<file path="src/rtl/octal_ascii_serializer_pkg.sv">
// Shared types and constants for the octal ASCII serializer.
package octal_ser_pkg;

  typedef enum logic [1:0] {IDLE, SKIP, EMIT, TERM} state_t;

  localparam logic [7:0] ASCII_ZERO = 8'h30;

  // Number of 3-bit octal digit slots needed to hold a w-bit value.
  function automatic int ndig(input int w);
    return (w + 2) / 3;
  endfunction

endpackage

</file>
<file path="src/rtl/octal_ascii_serializer_if.sv">
// Input word handshake and output character stream of the octal serializer.
interface octal_ascii_serializer_if #(
  parameter int DATA_W = 16
);
  logic              in_valid;
  logic              in_ready;
  logic [DATA_W-1:0] in_data;
  logic              out_valid;
  logic              out_ready;
  logic [7:0]        out_char;
  logic              out_last;

  modport master (
    output in_valid, in_data, out_ready,
    input  in_ready, out_valid, out_char, out_last
  );

  modport slave (
    input  in_valid, in_data, out_ready,
    output in_ready, out_valid, out_char, out_last
  );
endinterface

</file>
<file path="src/rtl/octal_ascii_serializer.sv">
// Prints a binary word as base-8 ASCII text, MSD first, with optional
// leading-zero suppression and a terminator character per word.
module octal_ascii_serializer
  import octal_ser_pkg::*;
#(
  parameter int         DATA_W      = 16,
  parameter logic [7:0] TERM_CHAR   = 8'h0A,
  parameter bit         LZ_SUPPRESS = 1'b1
) (
  input  logic                     clk,
  input  logic                     rst_n,
  octal_ascii_serializer_if.slave  bus,
  output logic                     busy
);

  localparam int NDIG   = ndig(DATA_W);
  localparam int SREG_W = NDIG * 3;
  localparam int CNT_W  = (NDIG > 1) ? $clog2(NDIG) : 1;

  state_t            state;
  logic [SREG_W-1:0] sreg;
  logic [CNT_W-1:0]  cnt;
  logic              out_valid_q;
  logic              out_last_q;
  logic [2:0]        digit;
  logic              skip_zero;

  assign digit     = sreg[SREG_W-1 -: 3];
  // The final digit is never skipped, so an all-zero word still prints '0'.
  assign skip_zero = LZ_SUPPRESS && (digit == 3'd0) && (cnt != '0);

  // NOTE: sequential state uses non-blocking assignments so every flop
  // samples pre-edge values regardless of statement order.
  always_ff @(posedge clk or negedge rst_n) begin
    if (!rst_n) begin
      state       <= IDLE;
      sreg        <= '0;
      cnt         <= '0;
      out_valid_q <= 1'b0;
      out_last_q  <= 1'b0;
    end else begin
      unique case (state)
        IDLE: begin
          if (bus.in_valid) begin
            sreg  <= SREG_W'(bus.in_data);
            cnt   <= CNT_W'(NDIG - 1);
            state <= SKIP;
          end
        end
        SKIP: begin
          if (skip_zero) begin
            sreg <= {sreg[SREG_W-4:0], 3'b000};
            cnt  <= cnt - 1'b1;
          end else begin
            out_valid_q <= 1'b1;
            state       <= EMIT;
          end
        end
        EMIT: begin
          if (bus.out_ready) begin
            if (cnt == '0) begin
              out_last_q <= 1'b1;
              state      <= TERM;
            end else begin
              sreg <= {sreg[SREG_W-4:0], 3'b000};
              cnt  <= cnt - 1'b1;
            end
          end
        end
        TERM: begin
          if (bus.out_ready) begin
            out_valid_q <= 1'b0;
            out_last_q  <= 1'b0;
            state       <= IDLE;
          end
        end
        default: state <= IDLE;
      endcase
    end
  end

  // NOTE: out_char gets a default before the case so no path infers a latch.
  always_comb begin
    bus.out_char = 8'h00;
    unique case (state)
      EMIT:    bus.out_char = ASCII_ZERO + {5'b00000, digit};
      TERM:    bus.out_char = TERM_CHAR;
      default: bus.out_char = 8'h00;
    endcase
  end

  assign bus.in_ready  = (state == IDLE);
  assign bus.out_valid = out_valid_q;
  assign bus.out_last  = out_last_q;
  assign busy          = (state != IDLE);

endmodule

</file>
<file path="src/flat_wrapper.sv">
// flat-port wrapper written by rule: the top's interface ports become plain ports
module octal_ascii_serializer_flat import octal_ser_pkg::*;
#(
  parameter int         DATA_W      = 16,
  parameter logic [7:0] TERM_CHAR   = 8'h0A,
  parameter bit         LZ_SUPPRESS = 1'b1
)
  (clk, rst_n, busy, bus_in_valid, bus_in_data, bus_out_ready, bus_in_ready, bus_out_valid, bus_out_char, bus_out_last);
  octal_ascii_serializer_if #(.DATA_W(DATA_W)) bus_i ();
  input  logic clk;
  input  logic rst_n;
  output logic busy;
  input wire logic [$bits(bus_i.in_valid)-1:0] bus_in_valid;
  input wire logic [$bits(bus_i.in_data)-1:0] bus_in_data;
  input wire logic [$bits(bus_i.out_ready)-1:0] bus_out_ready;
  output wire logic [$bits(bus_i.in_ready)-1:0] bus_in_ready;
  output wire logic [$bits(bus_i.out_valid)-1:0] bus_out_valid;
  output wire logic [$bits(bus_i.out_char)-1:0] bus_out_char;
  output wire logic [$bits(bus_i.out_last)-1:0] bus_out_last;
  assign bus_i.in_valid = bus_in_valid;
  assign bus_i.in_data = bus_in_data;
  assign bus_i.out_ready = bus_out_ready;
  assign bus_in_ready = bus_i.in_ready;
  assign bus_out_valid = bus_i.out_valid;
  assign bus_out_char = bus_i.out_char;
  assign bus_out_last = bus_i.out_last;
  octal_ascii_serializer #(.DATA_W(DATA_W), .TERM_CHAR(TERM_CHAR), .LZ_SUPPRESS(LZ_SUPPRESS)) u_core (.clk(clk), .rst_n(rst_n), .bus(bus_i), .busy(busy));
endmodule
</file>
<file path="config.mk">
export PLATFORM = sky130hd
export DESIGN_NAME = octal_ascii_serializer_flat
export DESIGN_NICKNAME = d
export VERILOG_FILES = /design/src/rtl/octal_ascii_serializer_pkg.sv /design/src/rtl/octal_ascii_serializer_if.sv /design/src/rtl/octal_ascii_serializer.sv /design/src/flat_wrapper.sv
export SDC_FILE = /design/constraint.sdc
export NUM_CORES = 1
export LEC_CHECK = 0
export CORE_MARGIN = 1
export CORE_UTILIZATION = 55
export CTS_BUF_LIST = sky130_fd_sc_hd__clkbuf_8
export DETAILED_ROUTE_END_ITERATION = 16
export PLACE_DENSITY = 0.85
export SETUP_SLACK_MARGIN = 0.02
export SYNTH_ARGS = -nofsm -noshare
export SYNTH_HDL_FRONTEND = slang
export SYNTH_SLANG_ARGS = --single-unit
export TNS_END_PERCENT = 10
</file>
<file path="constraint.sdc">
create_clock -name clk -period 2.9 [get_ports clk]
set_input_delay 0.58 -clock clk [delete_from_list [all_inputs] [get_ports clk]]
set_output_delay 0.58 -clock clk [all_outputs]
set_load 0.02 [all_outputs]
</file>
==> run summary <==
For the total negative slack for setup checks, the log shows 0 ns. After filler insertion, the fill cell instance count of the layout stands at 183. The post-cts sizing count was 0; the clock net sink count was 25.

The tools report the via count of the first global-routing pass as 1,004. The number of cells traversed by the worst hold path works out to 1. The via count normalized by instance count is 5.42.

The net count reported at finish is 176, and the count of final hold-check violations is 0. The nature of the critical path endpoint is a primary output. The clock latency on the worst-skew pair is 0.27 ns. The port buffer count came out at 29. The maximum level of the CTS H-tree was 1. The kind of critical path was reg -> out.

TritonCTS built the clock tree. The share of cells above drive strength 1 was 29.1%. After global routing the overflow that remains totals 0. In this run the standard cell core region covers 2520 sq um. The worst register-to-register path has a depth of 4.

The tools report the detailed-placement wirelength estimate as 2000 um. The most instantiated flip-flop cell in the synthesis netlist is sky130_fd_sc_hd__dfrtp_1. Counting every instance in the synthesized netlist gives 119.

STA classifies the critical path startpoint as a flop. At the worst endpoint, the required time is 2.32 ns. Combined global-route utilization of all metal layers: 20.8%. The number of vias after detailed routing came out at 965.

The synthesized netlist devotes 6.10% of its cell area to compound gates. The reg-to-reg critical path startpoint is u_core.state[1]. The run gives 0 as the post-CTS setup repair buffer count.

Subtracting the final worst setup slack from the clock period gives 2.57 ns. The startpoint identified for the worst hold timing path is u_core.sreg[7]. The multiplexer fraction of the synthesized cell area is 30.3%. In this run, post-CTS hold repair placed 0 buffers. Counting the buffers created by CTS gives 3.

The tool flagged a number of max-cap violations equal to 0. After detailed routing, the average wire length per cell comes to 14.8 um. Data arrives at the worst endpoint at 1.99 ns.

For the pin with the worst max-slew slack, the measured transition is 0.751 ns. The area growth from synthesis to final layout was 22.7%. The die is 54.2 um wide. The path class of the tightest hold or removal check is reg -> reg.

The count of unique library cells instantiated by Yosys was 34; the largest fanout on the critical path was 10. In this run, synthesis inferred 0 flip-flops with an integrated enable. The power density of the placed cells is 1330 nW/um^2. Clock-pin slew on the worst setup and hold paths: 0.09 ns. The share of synthesized flip-flops with an asynchronous set or reset was 100%; the final weighted congestion in routability-driven placement was 0.785. Summed over all cells, the static leakage comes to 0.869 nW. The final worst clock skew was 0.00328 ns. The maximum vdd drop is 985 uV. The number of synthesis warnings is 0, and the area share of fa/ha/maj cells after synthesis is 5.85%. The full die area is 2930 sq um, and the post-route antenna net violation count is 0. The synthesized design contains 25 register bits. After synthesis, the largest family of logic cells by area is multiplexers. The cell area that synthesis handed to floorplanning was 1500 sq um. Counting along the longest clock path gives a buffer depth of 2. The post-synthesis simple-gate area fraction came out at 9.45%. For the number of placed I/O pins, the log shows 32. The initial utilization of the core area, before any placement, comes to 59.3%. For the number of iterations in the first detailed-routing pass, the log shows 4. The worst path uses 88.6% of the clock period. The maximum clock frequency is 389 MHz, and the number of core rows is 18.

The run gives 49.9% as the relative max-transition margin. The logs give 2640 um for the wire length after detailed routing and 0 for the initial antenna violation count. The tools report the capturing point of the worst reg2reg path as u_core.sreg[8]. Setup violations remaining at the end of the flow were counted as 0.

The max-slew violation count is 0. In the routed design, unresolved DRC markers number 0. Summing the sequential cell areas from Yosys gives 41.8% of the chip area.

For this block, the initial DRC count from the detailed router was 9. Averaged over all synthesized cells, the footprint is 12.6 sq um. The run finished with clean final reports. The final hold slack came out at 0.518 ns. The share of the synthesized netlist area taken by xor and xnor gates is 0%, and the die boundary height is 54.2 um.

The path with the worst hold slack has its endpoint at u_core.sreg[7]. Setup repair after global routing left no endpoint under its margin. The first global-routing pass estimated 4250 um of wire. 0 antenna diodes ended up in the layout. The worst register-to-register path has a setup slack of 0.82 ns. Entering global routing, the biggest net connects 26 pins. The buffer cell driving the clock tree root was sky130_fd_sc_hd__clkbuf_8.
## worst max path at each step
stage / slack (ns) / from / depth (start not counted) / end
after floorplan: 1.02 / u_core.state[0] / 5 / u_core.sreg[10]
after global placement: 0.72 / bus_out_ready / 6 / u_core.sreg[0]
after detailed placement: 0.64 / u_core.state[0] / 4 / bus_out_char[2]
after CTS: 0.34 / u_core.state[0] / 4 / bus_out_char[2]
after global routing: 0.27 / u_core.state[0] / 4 / bus_out_char[2]
final: 0.33 / u_core.state[0] / 4 / bus_out_char[2]
## flip-flops by register name, indices dropped and copies added, names as in the netlist
name	flops
u_core.sreg	18
u_core.bus.out_valid	1
u_core.bus.out_last	1
u_core.cnt	3
u_core.state	2
## power by group
| group | internal, mW | switching (mW) |
|---|---|---|
| sequential | 0.529 | 0.122 |
| combinational | 0.910 | 0.661 |
| clock | 0.0976 | 0.117 |
| total | 1.54 | 0.900 |
## cell type report
type | instances | area, sq um | share of cell area, %
Multi-Input combinational cell | 78 | 781 | 42.5
Sequential cell | 25 | 626 | 34.1
Timing Repair Buffer | 31 | 305 | 16.6
Clock buffer | 3 | 41.3 | 2.25
Inverter | 10 | 37.5 | 2.04
Tap cell | 30 | 37.5 | 2.04
Clock inverter | 1 | 7.51 | 0.409
## worst max-delay path: stages, from the launching register on
cell and delay, ns:
sky130_fd_sc_hd__dfrtp_1 0.41, sky130_fd_sc_hd__inv_1 0.14, sky130_fd_sc_hd__ha_1 0.38, sky130_fd_sc_hd__and2_2 0.21
sky130_fd_sc_hd__clkdlybuf4s50_1 0.59
## placed cells by master, fill, tap and decap left out, drive strengths merged, types with 3 or more instances in the layout
| cell type | instances |
|---|---|
| inv | 10 |
| mux2 | 31 |
| ha | 7 |
| mux2i | 4 |
| clkdlybuf4s50 | 29 |
| clkbuf | 3 |
| nand2 | 6 |
| dfrtp | 25 |
| and2b | 3 |
| a21oi | 3 |
## metrics by stage
step	cell area (sq um)	total power, mW	cells	setup WS, ns	util [%]
detailed placement	1790	2.24	174	0.644	70.8
CTS	1840	2.46	178	0.335	72.8
finish	1840	2.44	178	0.329	72.8
global placement	1790	2.16	174	0.724	70.8
global route	1840	2.59	178	0.272	72.8
floorplan	1500	1.94	120	1.02	-
## cells by family (layout without fill, tap and decap cells)
logic type | Yosys count | in the layout
multiplexers | 35 | 35
flip-flops | 25 | 25
AND/OR/NAND/NOR | 23 | 23
buffers and inverters | 17 | 45
AO/OA/AOI/OAI | 11 | 11
adder cells (fa/ha/maj) | 7 | 7
other | 1 | 2
## per-layer routing
| metal | share of wire, % | up-vias | track usage, % |
|---|---|---|---|
| met1 | 44 | 484 | 24.1 |
| met2 | 53 | 16 | 37.8 |
| met4 | 1.4 | 0 | 7.69 |
| met3 | 2.3 | 5 | 3.39 |
| met5 | 0 | - | 0 |
| li1 | - | 460 | - |
## cell usage after synthesis (all sizes together) (2+ instances only)
master / n / area, sq um
a21oi: 3 / 15.0
mux2i: 4 / 40.0
ha: 7 / 87.6
nand3: 2 / 15.0
inv: 10 / 37.5
and2: 2 / 13.8
buf: 7 / 56.3
o21ai: 2 / 10.0
nand2: 6 / 22.5
mux2: 31 / 413
nor2: 2 / 7.51
nand2b: 2 / 12.5
dfrtp: 25 / 626
and2b: 3 / 26.3
Note: power is estimated with default switching activity, not from simulation.
